==> src/rtl/mem_arbiter.sv <==
// Two-core round-robin arbiter in front of a single-ported memory.
// One transaction at a time: IDLE grants, ACCESS waits for mem_ready, DONE pulses the ack.
module mem_arbiter #(
  parameter int ADDR_W = 32,
  parameter int DATA_W = 32
) (
  input  logic              clk,
  input  logic              rst,

  input  logic              c0_req,
  input  logic              c0_we,
  input  logic [ADDR_W-1:0] c0_addr,
  input  logic [DATA_W-1:0] c0_wdata,
  output logic [DATA_W-1:0] c0_rdata,
  output logic              c0_ack,

  input  logic              c1_req,
  input  logic              c1_we,
  input  logic [ADDR_W-1:0] c1_addr,
  input  logic [DATA_W-1:0] c1_wdata,
  output logic [DATA_W-1:0] c1_rdata,
  output logic              c1_ack,

  output logic              mem_req,
  output logic              mem_we,
  output logic [ADDR_W-1:0] mem_addr,
  output logic [DATA_W-1:0] mem_wdata,
  input  logic              mem_ready,
  input  logic [DATA_W-1:0] mem_rdata,

  output logic              grant_id,
  output logic              busy,
  output logic [15:0]       c0_grants,
  output logic [15:0]       c1_grants
);

  typedef enum logic [1:0] {
    ST_IDLE,
    ST_ACCESS,
    ST_DONE
  } state_e;

  typedef struct packed {
    logic              we;
    logic [ADDR_W-1:0] addr;
    logic [DATA_W-1:0] wdata;
  } cmd_t;

  state_e            state_q, state_d;
  logic              last_grant_q, last_grant_d;
  logic              grant_id_q, grant_id_d;
  logic              mem_req_q, mem_req_d;
  cmd_t              cmd_q, cmd_d;
  logic              c0_ack_q, c0_ack_d;
  logic              c1_ack_q, c1_ack_d;
  logic [DATA_W-1:0] c0_rdata_q, c0_rdata_d;
  logic [DATA_W-1:0] c1_rdata_q, c1_rdata_d;
  logic [15:0]       c0_grants_q, c0_grants_d;
  logic [15:0]       c1_grants_q, c1_grants_d;

  logic any_req;
  logic winner;
  cmd_t winner_cmd;

  // Round-robin: on a tie the core that did not win last time gets the port.
  always_comb begin
    // NOTE: every combinational output gets a default first so no path leaves it unassigned (no latch).
    any_req    = c0_req | c1_req;
    winner     = 1'b0;
    winner_cmd = '{we: c0_we, addr: c0_addr, wdata: c0_wdata};
    if (c0_req && c1_req) begin
      winner = ~last_grant_q;
    end else begin
      winner = c1_req;
    end
    if (winner) begin
      winner_cmd = '{we: c1_we, addr: c1_addr, wdata: c1_wdata};
    end
  end

  always_comb begin
    state_d      = state_q;
    last_grant_d = last_grant_q;
    grant_id_d   = grant_id_q;
    mem_req_d    = mem_req_q;
    cmd_d        = cmd_q;
    c0_ack_d     = 1'b0;
    c1_ack_d     = 1'b0;
    c0_rdata_d   = c0_rdata_q;
    c1_rdata_d   = c1_rdata_q;
    c0_grants_d  = c0_grants_q;
    c1_grants_d  = c1_grants_q;

    case (state_q)
      ST_IDLE: begin
        if (any_req) begin
          state_d    = ST_ACCESS;
          grant_id_d = winner;
          mem_req_d  = 1'b1;
          cmd_d      = winner_cmd;
        end
      end

      ST_ACCESS: begin
        // The latched command stays put until memory completes; core inputs are ignored here.
        if (mem_req_q && mem_ready) begin
          state_d      = ST_DONE;
          mem_req_d    = 1'b0;
          last_grant_d = grant_id_q;
          if (grant_id_q) begin
            c1_ack_d    = 1'b1;
            c1_grants_d = c1_grants_q + 16'd1;
            if (!cmd_q.we) begin
              c1_rdata_d = mem_rdata;
            end
          end else begin
            c0_ack_d    = 1'b1;
            c0_grants_d = c0_grants_q + 16'd1;
            if (!cmd_q.we) begin
              c0_rdata_d = mem_rdata;
            end
          end
        end
      end

      ST_DONE: begin
        state_d = ST_IDLE;
      end

      default: begin
        state_d = ST_IDLE;
      end
    endcase
  end

  // NOTE: sequential state uses non-blocking assignments so every flop samples pre-edge values.
  always_ff @(posedge clk) begin
    // NOTE: reset clears every register, data included, because read data and counters are architecturally visible.
    if (rst) begin
      state_q      <= ST_IDLE;
      last_grant_q <= 1'b1;
      grant_id_q   <= 1'b0;
      mem_req_q    <= 1'b0;
      cmd_q        <= '0;
      c0_ack_q     <= 1'b0;
      c1_ack_q     <= 1'b0;
      c0_rdata_q   <= '0;
      c1_rdata_q   <= '0;
      c0_grants_q  <= '0;
      c1_grants_q  <= '0;
    end else begin
      state_q      <= state_d;
      last_grant_q <= last_grant_d;
      grant_id_q   <= grant_id_d;
      mem_req_q    <= mem_req_d;
      cmd_q        <= cmd_d;
      c0_ack_q     <= c0_ack_d;
      c1_ack_q     <= c1_ack_d;
      c0_rdata_q   <= c0_rdata_d;
      c1_rdata_q   <= c1_rdata_d;
      c0_grants_q  <= c0_grants_d;
      c1_grants_q  <= c1_grants_d;
    end
  end

  assign mem_req   = mem_req_q;
  assign mem_we    = cmd_q.we;
  assign mem_addr  = cmd_q.addr;
  assign mem_wdata = cmd_q.wdata;
  assign c0_ack    = c0_ack_q;
  assign c1_ack    = c1_ack_q;
  assign c0_rdata  = c0_rdata_q;
  assign c1_rdata  = c1_rdata_q;
  assign c0_grants = c0_grants_q;
  assign c1_grants = c1_grants_q;
  assign grant_id  = grant_id_q;
  assign busy      = (state_q != ST_IDLE);

endmodule

==> config.mk <==
export PLATFORM = sky130hd
export DESIGN_NAME = mem_arbiter
export DESIGN_NICKNAME = d
export VERILOG_FILES = /design/src/rtl/mem_arbiter.sv
export SDC_FILE = /design/constraint.sdc
export NUM_CORES = 1
export LEC_CHECK = 0
export ABC_AREA = 1
export CAP_MARGIN = 20
export CORE_MARGIN = 2
export CORE_UTILIZATION = 37
export DETAILED_ROUTE_END_ITERATION = 16
export PLACE_DENSITY_LB_ADDON = 0.12
export REMOVE_ABC_BUFFERS = 1
export SLEW_MARGIN = 15
export SYNTH_ARGS = -nofsm -noshare
export SYNTH_HDL_FRONTEND = slang
export SYNTH_SLANG_ARGS = --single-unit
==> constraint.sdc <==
create_clock -name clk -period 1.35 [get_ports clk]
set_input_delay 0.27 -clock clk [delete_from_list [all_inputs] [get_ports clk]]
set_output_delay 0.27 -clock clk [all_outputs]
set_load 0.01 [all_outputs]
* Word level (Yosys, flattened, before mapping) *
Index checks and enable logic that the tools add are counted.

word-level totals
  flip-flop bits (word level) = 168
  output and inout port bits = 166
  word-level logic and storage cells = 48

operators by class
  $add $sub $neg = 2
  equality and inequality tests = 3
  muxes and demuxes = 10
  bitwise gates (word level) = 6
  reductions and logical operators = 14

operator list
  cell                                           number
  two-way mux 65 bit                             1
  adder 16 x 1 -> 16 bit, second input constant  2
  AND reduction 3 bit                            3
  AND reduction 4 bit                            2
  AND reduction 2 bit                            3
  two-way mux 1 bit                              5
  inverter 1 bit                                 5
  two-way mux 2 bit                              2
  inequality test 2 bit, second input constant   2
  case mux 2 bit (2 select lines)                1
  nonzero test 2 bit                             2
  OR reduction 3 bit                             1
  == test 2 x 1 -> 1 bit, second input constant  1
  logical AND 1 bit                              2
  zero test 2 bit                                1
  case mux 1 bit (2 select lines)                1
  OR 1 bit                                       1

* Longest topological paths before layout *
Gate-level depths: netlist of the first run.

  word-level depth = 3
  depth in mapped cells = 9
  depth with buffers taken out = 9

* Worst setup path before layout of the first run *
No wires, ideal clock.

  path kind = register -> register
  start = reg mem_req_q, in the netlist mem_req
  end = reg c1_rdata_q[10], in the netlist c1_rdata[10]
  library setup time = 0.116 ns
  data arrival time = 1.250 ns
  required time = 1.234 ns
  setup slack = -0.015 ns
  cell stages (with the launch flop) = 9
  path buffers = 1
  period minus slack after synthesis = 1.365 ns
  cell sequence = dfxtp_1 -> nand2_1 -> nor2_2 -> nand2_4 -> nor2_8 -> inv_4 -> buf_4 -> nor2_1 -> nor2_1

between the ends
  cells in the longest elaborated chain, start to end = 2

RTL lines
  what                                  line  RTL
  from (decl)                           52    logic mem_req_q, mem_req_d;
  from (signal assigned)                155   mem_req_q <= mem_req_d;
  logical AND 1 bit                     106   if (mem_req_q && mem_ready) begin
  AND reduction 4 bit (no source line)  n/a
  to (signal assigned)                  160   c1_rdata_q <= c1_rdata_d;
  to (decl)                             57    logic [DATA_W-1:0] c1_rdata_q, c1_rdata_d;

No other way between the ends.
A chain may end at the register's enable or synchronous reset.

* Worst setup path after layout of the first run *
Same ends and word-level chain as after synthesis.

==> out/qor.csv, run 1 <==
metric,value,unit
initial antenna violation count,0,
RSZ-0062 raised after global routing,true,
Final Core Density,0.646,
Yosys top cell by area,dfxtp_1,
sequential area share after synthesis,0.489,
Leakage Power,0.00493,uW
#FFs+latches synth,168,
synth top area cells,"dfxtp_1 49%, nand2_1 13%, o21ai_0 6.8%",
Slew Limit Fails,0,
Max-Cap Viols,0,
Die Wd,140,microns
setup ws final,-0.0204,ns
clock slew seen by the registers of the worst setup and hold paths,0.07,ns
Pwr per Cell Area,1090,nW/um^2
Setup crit start kind,register,
CP max FO,6,
Root Driver,clkbuf_16,
YS warnings,0,
layout cell share with drive strength beyond 1,0.178,
HPWL after detailed placement,17200,microns
initial DRC count,358,
P&R area growth vs syn,70.1,%
WHS,0.250,ns
DR vias/cell,4.97,
full die area,19700,sq um
Post-synth EDFFs,0,
CP Class,register to register,
final setup violation count,3,
CTS buffer count,17,
async set-reset flop share out of synthesis,0,
Worst EP arrival,1.74,ns
drt wl/cell,16.6,microns
H-Tree Level Count,4,
# diodes,0,
CTS tree,yes,
clock sinks,168,
DR pass1 iterations,5,
prevailing post-synth register cell,dfxtp_1,
most instantiated cells after synthesis,"242 x nand2_1, 168 x dfxtp_1, 122 x nor2_1, 93 x o21ai_0, 65 x a31oi_1",
Final Cycle Share,1.02,
internal reg-to-reg setup slack,-0.02,ns
post-layout net count,1461,
run status,"finished, violations left",
first-pass GRT wire length,37000,microns
Clock Latency Late Sink,0.44,ns
Fin. Hold Viols,0,
vias in the first global route,7076,
Hold Crit Class,primary input to register,
DRT antenna net count,0,
Tightest Pin Transition,0.523,ns
number of library cell types mapped by synthesis,29,
total wire length,25400,microns
# hold bufs at CTS,0,
GRT overflow,0,
Placement Setup Slack,-0.417,ns
FMAX,0.730,GHz
Core Rows,49,
die height,140,microns
skew final,0.0130,ns
violated checks,negative setup slack,
IO Pins,333,
core area,18100,sq um
top-count cell post-synth,nand2_1,
syn avg cell area,7.36,sq um
clk buf depth,2,
Global Route Usage Sum,0.237,
DRC Markers,0,
Initial Utilization,0.380,
worst vdd ir,0.000847,V
GP Congestion,0.836,
Worst Path Required,1.72,ns
Mapped Cells,934,
Vias,7623,
post-synth top area share,0.489,
area of the mapped netlist,6870,sq um
largest net degree at the start of global routing,72,
CP endpoint kind,register,
IO buf count,332,
Period minus WS final,1.37,ns
Slew HR,0.651,
## worst max-delay path, cell delays in order (launching register included)
cell	delay, ns
dfxtp_4	0.38
nand2_4	0.07
nor2_4	0.12
nand2_4	0.09
nor2_8	0.15
buf_12	0.15
clkbuf_16	0.16
o21ai_2	0.05
nor2_1	0.12
## placed cells by master, fill, tap and decap left out, drive strengths merged, types with 3 or more instances in the layout
cell,synthesis,routed
a21oi,47,47
a31oi,65,65
buf,27,66
clkbuf,35,51
clkdlybuf4s15,0,78
clkdlybuf4s50,0,164
clkinv,0,5
dfxtp,168,168
dlygate4sd2,0,56
inv,42,50
nand2,244,244
nand3,51,51
nand4,6,6
nor2,131,131
o21ai,105,105
o21bai,3,3
## final timing paths
path              cells after the start    startpoint            to
setup / recovery                      8       mem_req  c1_rdata[10]
hold / removal                        3     mem_ready    state_q[1]
setup reg to reg                      8       mem_req  c1_rdata[10]
hold reg to reg                       2  c0_rdata[11]  c0_rdata[11]
## per-layer routing
layer / vias to the layer above / track usage / share of wire
met2: 283 / 0.398 / 0.50
li1: 3819 / - / -
met4: 0 / 0.129 / 0.046
met1: 3454 / 0.270 / 0.39
met5: - / 0 / 0
met3: 67 / 0.0725 / 0.071
## state kept, by name, indices dropped and copies added, names as in the netlist, 2 cells and up
| register | cells |
|---|---|
| mem_wdata | 32 |
| c0_rdata | 32 |
| c1_grants | 16 |
| c0_grants | 16 |
| state_q | 2 |
| mem_addr | 32 |
| c1_rdata | 32 |
## repair_timing
action,CTS,global route
setup buffers,0,13
setup endpoints to repair,203,179
gates resized for setup,283,159
gates cloned,0,12
pin swaps,1,28
## cells by family (layout without fill, tap and decap cells)
group / after synthesis / count (layout) / share of synthesized area
compound gates: 221 / 221 / 0.174
xor+xnor: 3 / 3 / 0.00382
fa+ha+maj: 2 / 2 / 0.00364
buf+inv: 104 / 475 / 0.0690
flops: 168 / 168 / 0.489
simple gates: 436 / 436 / 0.260
## power by group
part | total, uW | switching, uW | leakage, uW | internal (uW)
clock network | 5160 | 2320 | 0.000300 | 2840
logic | 2210 | 1050 | 0.00325 | 1160
registers | 5350 | 136 | 0.00139 | 5210
## layout make-up
cell class	instances	area, sq um
timing repair buffer	399	3960
tap	229	287
sequential	168	3420
clock inverter	15	199
fill	1637	6400
timing repair inverter	2	17.5
clock buffer	17	425
multi-input combinational	662	3210
inverter	42	176
## metrics by stage
step	cells	power (uW)	TNS, ns	area, sq um
after floorplan	872	6170	-154.99	6560
after global placement	1477	7610	-48.67	10700
after detailed placement	1477	7610	-51.78	10700
after CTS	1509	12600	-0.0180	11200
after global routing	1534	13200	-1.36	11700
final	1534	12700	-0.0280	11700
Power figures use the tool's default switching activity.
==> run 2, diff against run 1 <==
Settings changed: HOLD_SLACK_MARGIN set to 0.06.
==> results of run 2 <==
Same layout as run 1: the final DEF is identical, and so are final timing and power.
